[src/rtl/pc_pkg.sv]
// ============================================================================
// Module  : pc_pkg
// Purpose : Shared constants and the mode encoding for the program counter.
// Revision: 1.0
// ============================================================================
`default_nettype none

package pc_pkg;

  localparam int PC_WIDTH_DEFAULT = 8;

  typedef enum logic [1:0] {
    MODE_HOLD  = 2'b00,
    MODE_INC   = 2'b01,
    MODE_LOAD  = 2'b10,
    MODE_STALL = 2'b11
  } pc_mode_e;

  // Stall outranks load, and load outranks increment.
  function automatic pc_mode_e pc_decode(input logic stall, input logic load, input logic inc);
    if (stall)     return MODE_STALL;
    else if (load) return MODE_LOAD;
    else if (inc)  return MODE_INC;
    else           return MODE_HOLD;
  endfunction

endpackage

`default_nettype wire

[src/rtl/program_counter_if.sv]
// ============================================================================
// Module  : program_counter_if
// Purpose : Control and address bundle between the sequencer and the PC stage.
// Revision: 1.0
// ============================================================================
`default_nettype none

interface program_counter_if #(
  parameter int WIDTH = 8
);
  logic             stall;
  logic             load;
  logic [WIDTH-1:0] load_addr;
  logic             inc;
  logic             wrap_clr;
  logic [WIDTH-1:0] pc;
  logic [WIDTH-1:0] pc_plus;
  logic [WIDTH-1:0] pc_prev;
  logic             wrap;

  modport master (
    output stall, load, load_addr, inc, wrap_clr,
    input  pc, pc_plus, pc_prev, wrap
  );

  modport slave (
    input  stall, load, load_addr, inc, wrap_clr,
    output pc, pc_plus, pc_prev, wrap
  );
endinterface

`default_nettype wire

[src/rtl/dff_ar.sv]
// ============================================================================
// Module  : dff_ar
// Purpose : Enabled D flip-flop bank with asynchronous active-high reset.
// Revision: 1.0
// ============================================================================
`default_nettype none

module dff_ar #(
  parameter int               WIDTH     = 1,
  parameter logic [WIDTH-1:0] RESET_VAL = '0
) (
  input  wire logic             clk,
  input  wire logic             rst,
  input  wire logic             i_en,
  input  wire logic [WIDTH-1:0] i_d,
  output logic      [WIDTH-1:0] o_q
);

  always_ff @(posedge clk or posedge rst) begin
    if (rst)       o_q <= RESET_VAL;
    else if (i_en) o_q <= i_d;
  end

endmodule

`default_nettype wire

[src/rtl/program_counter.sv]
// ============================================================================
// Module  : program_counter
// Purpose : Fetch-address register with increment, load, stall and wrap flag.
// Revision: 1.0
// ============================================================================
`default_nettype none

module program_counter
  import pc_pkg::*;
#(
  parameter int          WIDTH     = PC_WIDTH_DEFAULT,
  parameter logic [31:0] RESET_VAL = 32'd0,
  parameter int unsigned STEP      = 1
) (
  input wire logic          clk,
  input wire logic          rst,
  program_counter_if.slave  bus
);

  localparam logic [WIDTH-1:0] c_reset_val = RESET_VAL[WIDTH-1:0];
  localparam logic [WIDTH:0]   c_step      = (WIDTH+1)'(STEP);

  pc_mode_e         w_mode;
  logic [WIDTH:0]   w_sum;
  logic             w_pc_en;
  logic [WIDTH-1:0] w_pc_d;
  logic             w_wrap_en;
  logic             w_wrap_d;
  logic [WIDTH-1:0] r_pc;
  logic [WIDTH-1:0] r_pc_prev;
  logic             r_wrap;

  assign w_mode = pc_decode(bus.stall, bus.load, bus.inc);
  // One extra bit keeps the carry-out that drives the wrap flag.
  assign w_sum  = {1'b0, r_pc} + c_step;

  always_comb begin
    w_pc_en   = (w_mode == MODE_LOAD) || (w_mode == MODE_INC);
    w_pc_d    = (w_mode == MODE_LOAD) ? bus.load_addr : w_sum[WIDTH-1:0];
    w_wrap_en = (w_mode != MODE_STALL);
    // A wrapping increment wins over a simultaneous clear.
    w_wrap_d  = ((w_mode == MODE_INC) && w_sum[WIDTH]) || (r_wrap && !bus.wrap_clr);
  end

  dff_ar #(.WIDTH(WIDTH), .RESET_VAL(c_reset_val)) u_pc (
    .clk(clk), .rst(rst), .i_en(w_pc_en), .i_d(w_pc_d), .o_q(r_pc)
  );

  dff_ar #(.WIDTH(WIDTH), .RESET_VAL(c_reset_val)) u_pc_prev (
    .clk(clk), .rst(rst), .i_en(w_pc_en), .i_d(r_pc), .o_q(r_pc_prev)
  );

  dff_ar #(.WIDTH(1), .RESET_VAL(1'b0)) u_wrap (
    .clk(clk), .rst(rst), .i_en(w_wrap_en), .i_d(w_wrap_d), .o_q(r_wrap)
  );

  assign bus.pc      = r_pc;
  assign bus.pc_plus = w_sum[WIDTH-1:0];
  assign bus.pc_prev = r_pc_prev;
  assign bus.wrap    = r_wrap;

endmodule

`default_nettype wire

[src/flat_wrapper.sv]
// flat-port wrapper written by rule: the top's interface ports become plain ports
module program_counter_flat import pc_pkg::*;
#(
  parameter int          WIDTH     = PC_WIDTH_DEFAULT,
  parameter logic [31:0] RESET_VAL = 32'd0,
  parameter int unsigned STEP      = 1
)
  (clk, rst, bus_stall, bus_load, bus_load_addr, bus_inc, bus_wrap_clr, bus_pc, bus_pc_plus, bus_pc_prev, bus_wrap);
  program_counter_if #(.WIDTH(WIDTH)) bus_i ();
  input wire logic clk;
  input wire logic rst;
  input wire logic [$bits(bus_i.stall)-1:0] bus_stall;
  input wire logic [$bits(bus_i.load)-1:0] bus_load;
  input wire logic [$bits(bus_i.load_addr)-1:0] bus_load_addr;
  input wire logic [$bits(bus_i.inc)-1:0] bus_inc;
  input wire logic [$bits(bus_i.wrap_clr)-1:0] bus_wrap_clr;
  output wire logic [$bits(bus_i.pc)-1:0] bus_pc;
  output wire logic [$bits(bus_i.pc_plus)-1:0] bus_pc_plus;
  output wire logic [$bits(bus_i.pc_prev)-1:0] bus_pc_prev;
  output wire logic [$bits(bus_i.wrap)-1:0] bus_wrap;
  assign bus_i.stall = bus_stall;
  assign bus_i.load = bus_load;
  assign bus_i.load_addr = bus_load_addr;
  assign bus_i.inc = bus_inc;
  assign bus_i.wrap_clr = bus_wrap_clr;
  assign bus_pc = bus_i.pc;
  assign bus_pc_plus = bus_i.pc_plus;
  assign bus_pc_prev = bus_i.pc_prev;
  assign bus_wrap = bus_i.wrap;
  program_counter #(.WIDTH(WIDTH), .RESET_VAL(RESET_VAL), .STEP(STEP)) u_core (.clk(clk), .rst(rst), .bus(bus_i));
endmodule
[config.mk]
export PLATFORM = sky130hd
export DESIGN_NAME = program_counter_flat
export DESIGN_NICKNAME = d
export VERILOG_FILES = /design/src/rtl/pc_pkg.sv /design/src/rtl/program_counter_if.sv /design/src/rtl/dff_ar.sv /design/src/rtl/program_counter.sv /design/src/flat_wrapper.sv
export SDC_FILE = /design/constraint.sdc
export NUM_CORES = 1
export LEC_CHECK = 0
export CAP_MARGIN = 20
export CORE_UTILIZATION = 39
export CTS_CLUSTER_DIAMETER = 80
export DETAILED_ROUTE_END_ITERATION = 10
export PLACE_DENSITY = 0.75
export SYNTH_ARGS = -nofsm -noshare
export SYNTH_HDL_FRONTEND = slang
export SYNTH_HIERARCHICAL = 1
export SYNTH_SLANG_ARGS = --single-unit
[constraint.sdc]
create_clock -name clk -period 1.5 [get_ports clk]
set_input_delay 0.15 -clock clk [delete_from_list [all_inputs] [get_ports clk]]
set_output_delay 0.15 -clock clk [all_outputs]
set_load 0.1 [all_outputs]
==> out/summary.txt, run 1 <==
Worst-Skew Late Latency = 0.29 ns
Total GRT Usage = 0.289
Adder-Cell Fraction of Synth Area = 0.0474
vias in the first global route = 1056
Sink Count = 17
unrepaired setup endpoints after global routing = yes
kind of critical path = reg2out
met2 routed WL = 2.29 mm
Cell Rows = 18
endpoints failing hold = 0
#FFs+latches synth = 17
I/O pin count = 39
Vias = 1035
area leader, netlist = dfrtp_1
sequential share of the synthesized area = 0.403
EDFF count, synth = 0
Min Hold Slack = 0.0690 ns
area of the multi-input gates = 792 sq um
global-route wire length before repair = 5.73 mm
status = finished with violations
Synth Cell Area = 1060 sq um
Tightest Pin Transition = 0.336 ns
Reg clk slew, reported paths = 0.10 ns
critical path's largest stage delay = 0.48 ns
hpwl dp = 2.07 mm
die area = 2920 sq um
Die H = 54.0 um
routed len/inst = 23.4 um
fmax = 0.560 GHz
final wirelength = 4.49 mm
failing checks = setup timing
Ys Warns = 6
utilization after layout = 0.916
Rel. slew slack = 0.776
synthesized area per cell = 12.1 sq um
post-synthesis simple-gate area fraction = 0.114
Req. time, crit path = 1.35 ns
met1 WL = 1.82 mm
critical path arrival = 1.63 ns
critical path cell sequence = ha_4, nand2_4, nor2_4, xor2_4, buf_12
Filler cells = 95
CP Capture Type = output pin
ys flop type = dfrtp_1
Core Area = 2520 sq um
post-synthesis mux area share = 0.284
min Tclk post-route = 1.78 ns
final max-slew violation count = 0
Final Cycle Share = 1.19
final setup margin = -0.284 ns
Post-synth ARST share = 1.00
Longest Clk Path Bufs = 2
1st-iter DRT viols = 47
layout cell share with drive strength beyond 1 = 0.698
I/O Buffers = 38
met3 wire length = 200 um
Worst Clk Skew = 0.00796 ns
CTS tree = yes
sequential cell area = 453 sq um
Hold Buf Count CTS = 0
via/cell ratio = 5.39
Gate Count Post-Synth = 87
initial antenna violation count = 0
critical-path maximum fanout = 4
Synth Area in Compound Gates = 0.0415
Post-Synth XOR/XNOR Area = 0.0498
largest family of logic cells by synthesized area = multiplexers
largest net degree at the start of global routing = 10
Area Overhead vs Synth = 119%
Initial Util = 0.419
top post-synthesis cells by area = dfrtp_1 (40%), mux2_4 (24%), ha_1 (4.7%), mux2_1 (4.3%), xor2_1 (3.3%)
pre-CTS WS = -0.664 ns
top layer in use = met4
die width = 54.0 um
Hold Path Class = in2async
antenna cell count = 0
fin nets = 181
syn nets = 105
root buffer selected by CTS = clkbuf_4
CTS HTree Levels = 1
1st-pass router iterations = 4
share of the synthesized area in the top cell type = 0.403
GRT Residual Overflow = 0
Residual DRC = 0
antenna viol nets, final = 0
final setup violation count = 13
Cell variety after synth = 23
max-cap violation count = 0
slowest stage cell, crit path = dfrtp_4
crit path launch type = flip-flop
Routability Congestion = 0.730
synth cell count leaders = dfrtp_1 (17), mux2_4 (17), inv_1 (7), nand2_1 (7)
CTS Buf Count = 3
## metal layers
layer / global-route usage / up-vias
met4: 0.124 / 0
met5: 0 / -
met3: 0.0282 / 16
met1: 0.380 / 512
li1: - / 446
met2: 0.479 / 61
## cells by family after synthesis
| kind of cell | Yosys count |
|---|---|
| XOR/XNOR | 6 |
| flip-flops | 17 |
| multiplexers | 21 |
| adder cells (fa/ha/maj) | 4 |
| AND/OR/NAND/NOR | 21 |
| buffers and inverters | 12 |
| AO/OA/AOI/OAI | 6 |
## cell type report
| class | count | share of cell area |
|---|---|---|
| Tap cell | 30 | 0.0162 |
| Clock buffer | 4 | 0.0114 |
| Multi-Input combinational cell | 58 | 0.343 |
| Timing Repair Buffer | 74 | 0.419 |
| Inverter | 9 | 0.0146 |
| Sequential cell | 17 | 0.196 |
## sequential cells by signal (all words and copies together), names as in the netlist
register,cells
u_core/u_wrap/o_q,1
u_core/u_pc/o_q,8
u_core/u_pc_prev/o_q,8
## layout by cell type, fill, tap and decap left out, drive strengths merged, types with 2 or more instances in the layout
cell           count
ha                 4
dfrtp             17
or2b               2
mux2              21
nand2              7
nand3              3
or4                3
buf               61
xor2               4
clkdlybuf4s50     10
xnor2              2
nor2               3
dlygate4sd2        3
inv                9
clkbuf             4
o211ai             3
## critical path: cells and delay by family, from the launching register on
kind                       cells  cell delay [ns]
DFF                            1             0.48
and+or+nand+nor                2             0.25
xor gates and xnor gates       1             0.20
buffers and inverters          1             0.19
adders and majority gates      1             0.21
## final timing paths
| check | startpoint | end | slack, ns | depth (start not counted) |
|---|---|---|---|---|
| worst max register to register | u_core/u_pc/o_q[0] | u_core/u_pc/o_q[2] | -0.20 | 5 |
| worst min-delay path | rst | u_core/u_wrap/o_q | 0.07 | 2 |
| worst min register to register | u_core/u_pc_prev/o_q[0] | u_core/u_pc_prev/o_q[0] | 0.59 | 1 |
| min in group clk | u_core/u_pc_prev/o_q[0] | u_core/u_pc_prev/o_q[0] | 0.59 | 1 |
| worst max-delay path | u_core/u_pc/o_q[1] | bus_pc_plus[6] | -0.28 | 5 |
| max in group asynchronous | rst | u_core/u_pc/o_q[2] | 1.02 | 2 |
## through the flow
step           instance area (sq um)  cells  setup TNS (ns)
2_1_floorplan                   1250     87           -4.07
3_3_place_gp                    2050    170           -7.53
3_5_place_dp                    2050    170           -8.57
4_1_cts                         2260    188           -1.32
5_1_grt                         2310    192           -2.46
6_report                        2310    192           -1.94
## timing repair
item	in CTS	in global routing
setup endpoints to repair	22	14
setup buffers	13	4
gates cloned	1	0
pin swaps	11	9
resized for setup	18	5
Power of run 1 is not shown: default switching activity piles up to over one toggle a cycle in this logic, so the estimate is an artifact.
==> run 2: changes to the inputs <==
--- a/config.mk
+++ b/config.mk
@@ -10,6 +10,7 @@
 export CTS_CLUSTER_DIAMETER = 80
 export DETAILED_ROUTE_END_ITERATION = 10
 export PLACE_DENSITY = 0.75
+export SKIP_CTS_REPAIR_TIMING = 1
 export SYNTH_ARGS = -nofsm -noshare
 export SYNTH_HDL_FRONTEND = slang
 export SYNTH_HIERARCHICAL = 1
==> run 2 against run 1 <==
Compared with the run above:
- the run still ends with setup timing left
- clock skew fell by 0.0051 ns
- hold slack improved by 0.023 ns
- sequential share of layout area fell by 0.23 points
- critical path depth did not move
- sequential cell count did not move
- global-route usage fell by 8.6 points
- critical path type unchanged
- largest cell class unchanged
- highest routed layer unchanged
==> out/summary.txt, run 2 (same netlist as run 1, synthesis figures left out) <==
final setup margin = -0.340 ns (was -0.284 ns)
die area = 2920 sq um (unchanged)
Routability Congestion = 0.730 (unchanged)
hpwl dp = 2.07 mm (unchanged)
sequential cell area = 453 sq um (unchanged)
final wirelength = 4.25 mm (was 4.49 mm)
critical path's largest stage delay = 0.50 ns (was 0.48 ns)
routed len/inst = 21.9 um (was 23.4 um)
root buffer selected by CTS = clkbuf_4 (unchanged)
fmax = 0.544 GHz (was 0.560 GHz)
Final Cycle Share = 1.23 (was 1.19)
Initial Util = 0.419 (unchanged)
area of the multi-input gates = 796 sq um (was 792 sq um)
failing checks = setup timing (unchanged)
Hold Path Class = in2async (unchanged)
layout cell share with drive strength beyond 1 = 0.707 (was 0.698)
Filler cells = 78 (was 95)
status = finished with violations (unchanged)
min Tclk post-route = 1.84 ns (was 1.78 ns)
final setup violation count = 12 (was 13)
critical path arrival = 1.69 ns (was 1.63 ns)
1st-iter DRT viols = 20 (was 47)
global-route wire length before repair = 4.34 mm (was 5.73 mm)
most frequent cells in the layout = buf_12 (27), buf_4 (27), mux2_4 (21) (was buf_12 (27), buf_4 (26), mux2_4 (20))
I/O Buffers = 38 (unchanged)
Tightest Pin Transition = 0.391 ns (was 0.336 ns)
Residual DRC = 0 (unchanged)
Longest Clk Path Bufs = 2 (unchanged)
Sink Count = 17 (unchanged)
final max-slew violation count = 0 (unchanged)
CP Capture Type = output pin (unchanged)
Rel. slew slack = 0.739 (was 0.776)
endpoints failing hold = 0 (unchanged)
Cell Rows = 18 (unchanged)
Worst-Skew Late Latency = 0.29 ns (about the same)
GRT Residual Overflow = 0 (unchanged)
antenna viol nets, final = 0 (unchanged)
max-cap violation count = 0 (unchanged)
antenna cell count = 0 (unchanged)
critical path cell sequence = ha_4, nand2_4, nor2_4, xor2_4, buf_12 (unchanged)
I/O pin count = 39 (unchanged)
1st-pass router iterations = 4 (unchanged)
CTS tree = yes (unchanged)
crit path launch type = flip-flop (unchanged)
critical-path maximum fanout = 4 (unchanged)
CTS Buf Count = 3 (unchanged)
Reg clk slew, reported paths = 0.11 ns (was 0.10 ns)
via/cell ratio = 5.47 (was 5.39)
CTS HTree Levels = 1 (unchanged)
initial antenna violation count = 0 (unchanged)
leading registers by flop count = u_core/u_pc/o_q x8, u_core/u_pc_prev/o_q x8, u_core/u_wrap/o_q x1 (unchanged)
unrepaired setup endpoints after global routing = yes (unchanged)
Total GRT Usage = 0.204 (was 0.289)
die width = 54.0 um (unchanged)
fin nets = 183 (was 181)
slowest stage cell, crit path = dfrtp_4 (unchanged)
Die H = 54.0 um (unchanged)
kind of critical path = reg2out (unchanged)
utilization after layout = 0.927 (was 0.916)
Area Overhead vs Synth = 121% (was 119%)
Core Area = 2520 sq um (unchanged)
vias in the first global route = 951 (was 1056)
Worst Clk Skew = 0.00291 ns (was 0.00796 ns)
largest net degree at the start of global routing = 17 (was 10)
Req. time, crit path = 1.35 ns (about the same)
Vias = 1061 (was 1035)
[run 2: critical path: cells and delay by family (launching register included)]
kind / cells / cell delay, ns
flip-flops: 1 / 0.50
XOR/XNOR: 1 / 0.23
buffers and inverters: 1 / 0.20
adder cells (fa/ha/maj): 1 / 0.20
AND/OR/NAND/NOR: 2 / 0.27
[run 2: routing by layer]
| metal | vias to the layer above | wire length [um] | global-route usage |
|---|---|---|---|
| met5 | - | 0 | 0 |
| met4 | 0 | 174 | 0.0641 |
| met3 | 16 | 181 | 0.0169 |
| met2 | 49 | 2220 | 0.346 |
| met1 | 548 | 1680 | 0.272 |
| li1 | 448 | - | - |
[run 2: through the flow]
stage	setup WS [ns]	hold WS [ns]	cells	setup TNS (ns)	cell area [sq um]
6_report	-0.340	0.0925	194	-2.07	2340
5_1_grt	-0.350	0.0974	194	-2.37	2340
4_1_cts	-0.384	0.0392	174	-4.94	2080
3_5_place_dp	-0.664	0.358	170	-8.57	2050
3_3_place_gp	-0.575	0.352	170	-7.53	2050
2_1_floorplan	-0.577	-0.121	87	-4.07	1250
[run 2: final timing paths]
check | startpoint | end | slack [ns] | depth (start not counted)
setup / recovery | u_core/u_pc/o_q[0] | bus_pc_plus[6] | -0.34 | 5
hold / removal | rst | u_core/u_wrap/o_q | 0.09 | 2
setup reg to reg | u_core/u_pc/o_q[0] | u_core/u_pc/o_q[4] | -0.18 | 6
hold reg to reg | u_core/u_pc_prev/o_q[0] | u_core/u_pc_prev/o_q[0] | 0.62 | 1
max in group asynchronous | rst | u_core/u_pc/o_q[2] | 0.95 | 2
min in group clk | bus_wrap_clr | u_core/u_wrap/o_q | 0.58 | 3
[run 2: layout make-up]
class	instances	area share
clock buffers	4	0.0112
inverters	9	0.0144
repair buffers	76	0.424
flip-flops and latches	17	0.194
well taps	30	0.0161
multi-input cells	58	0.340
Power of run 2 is left out for the same reason.
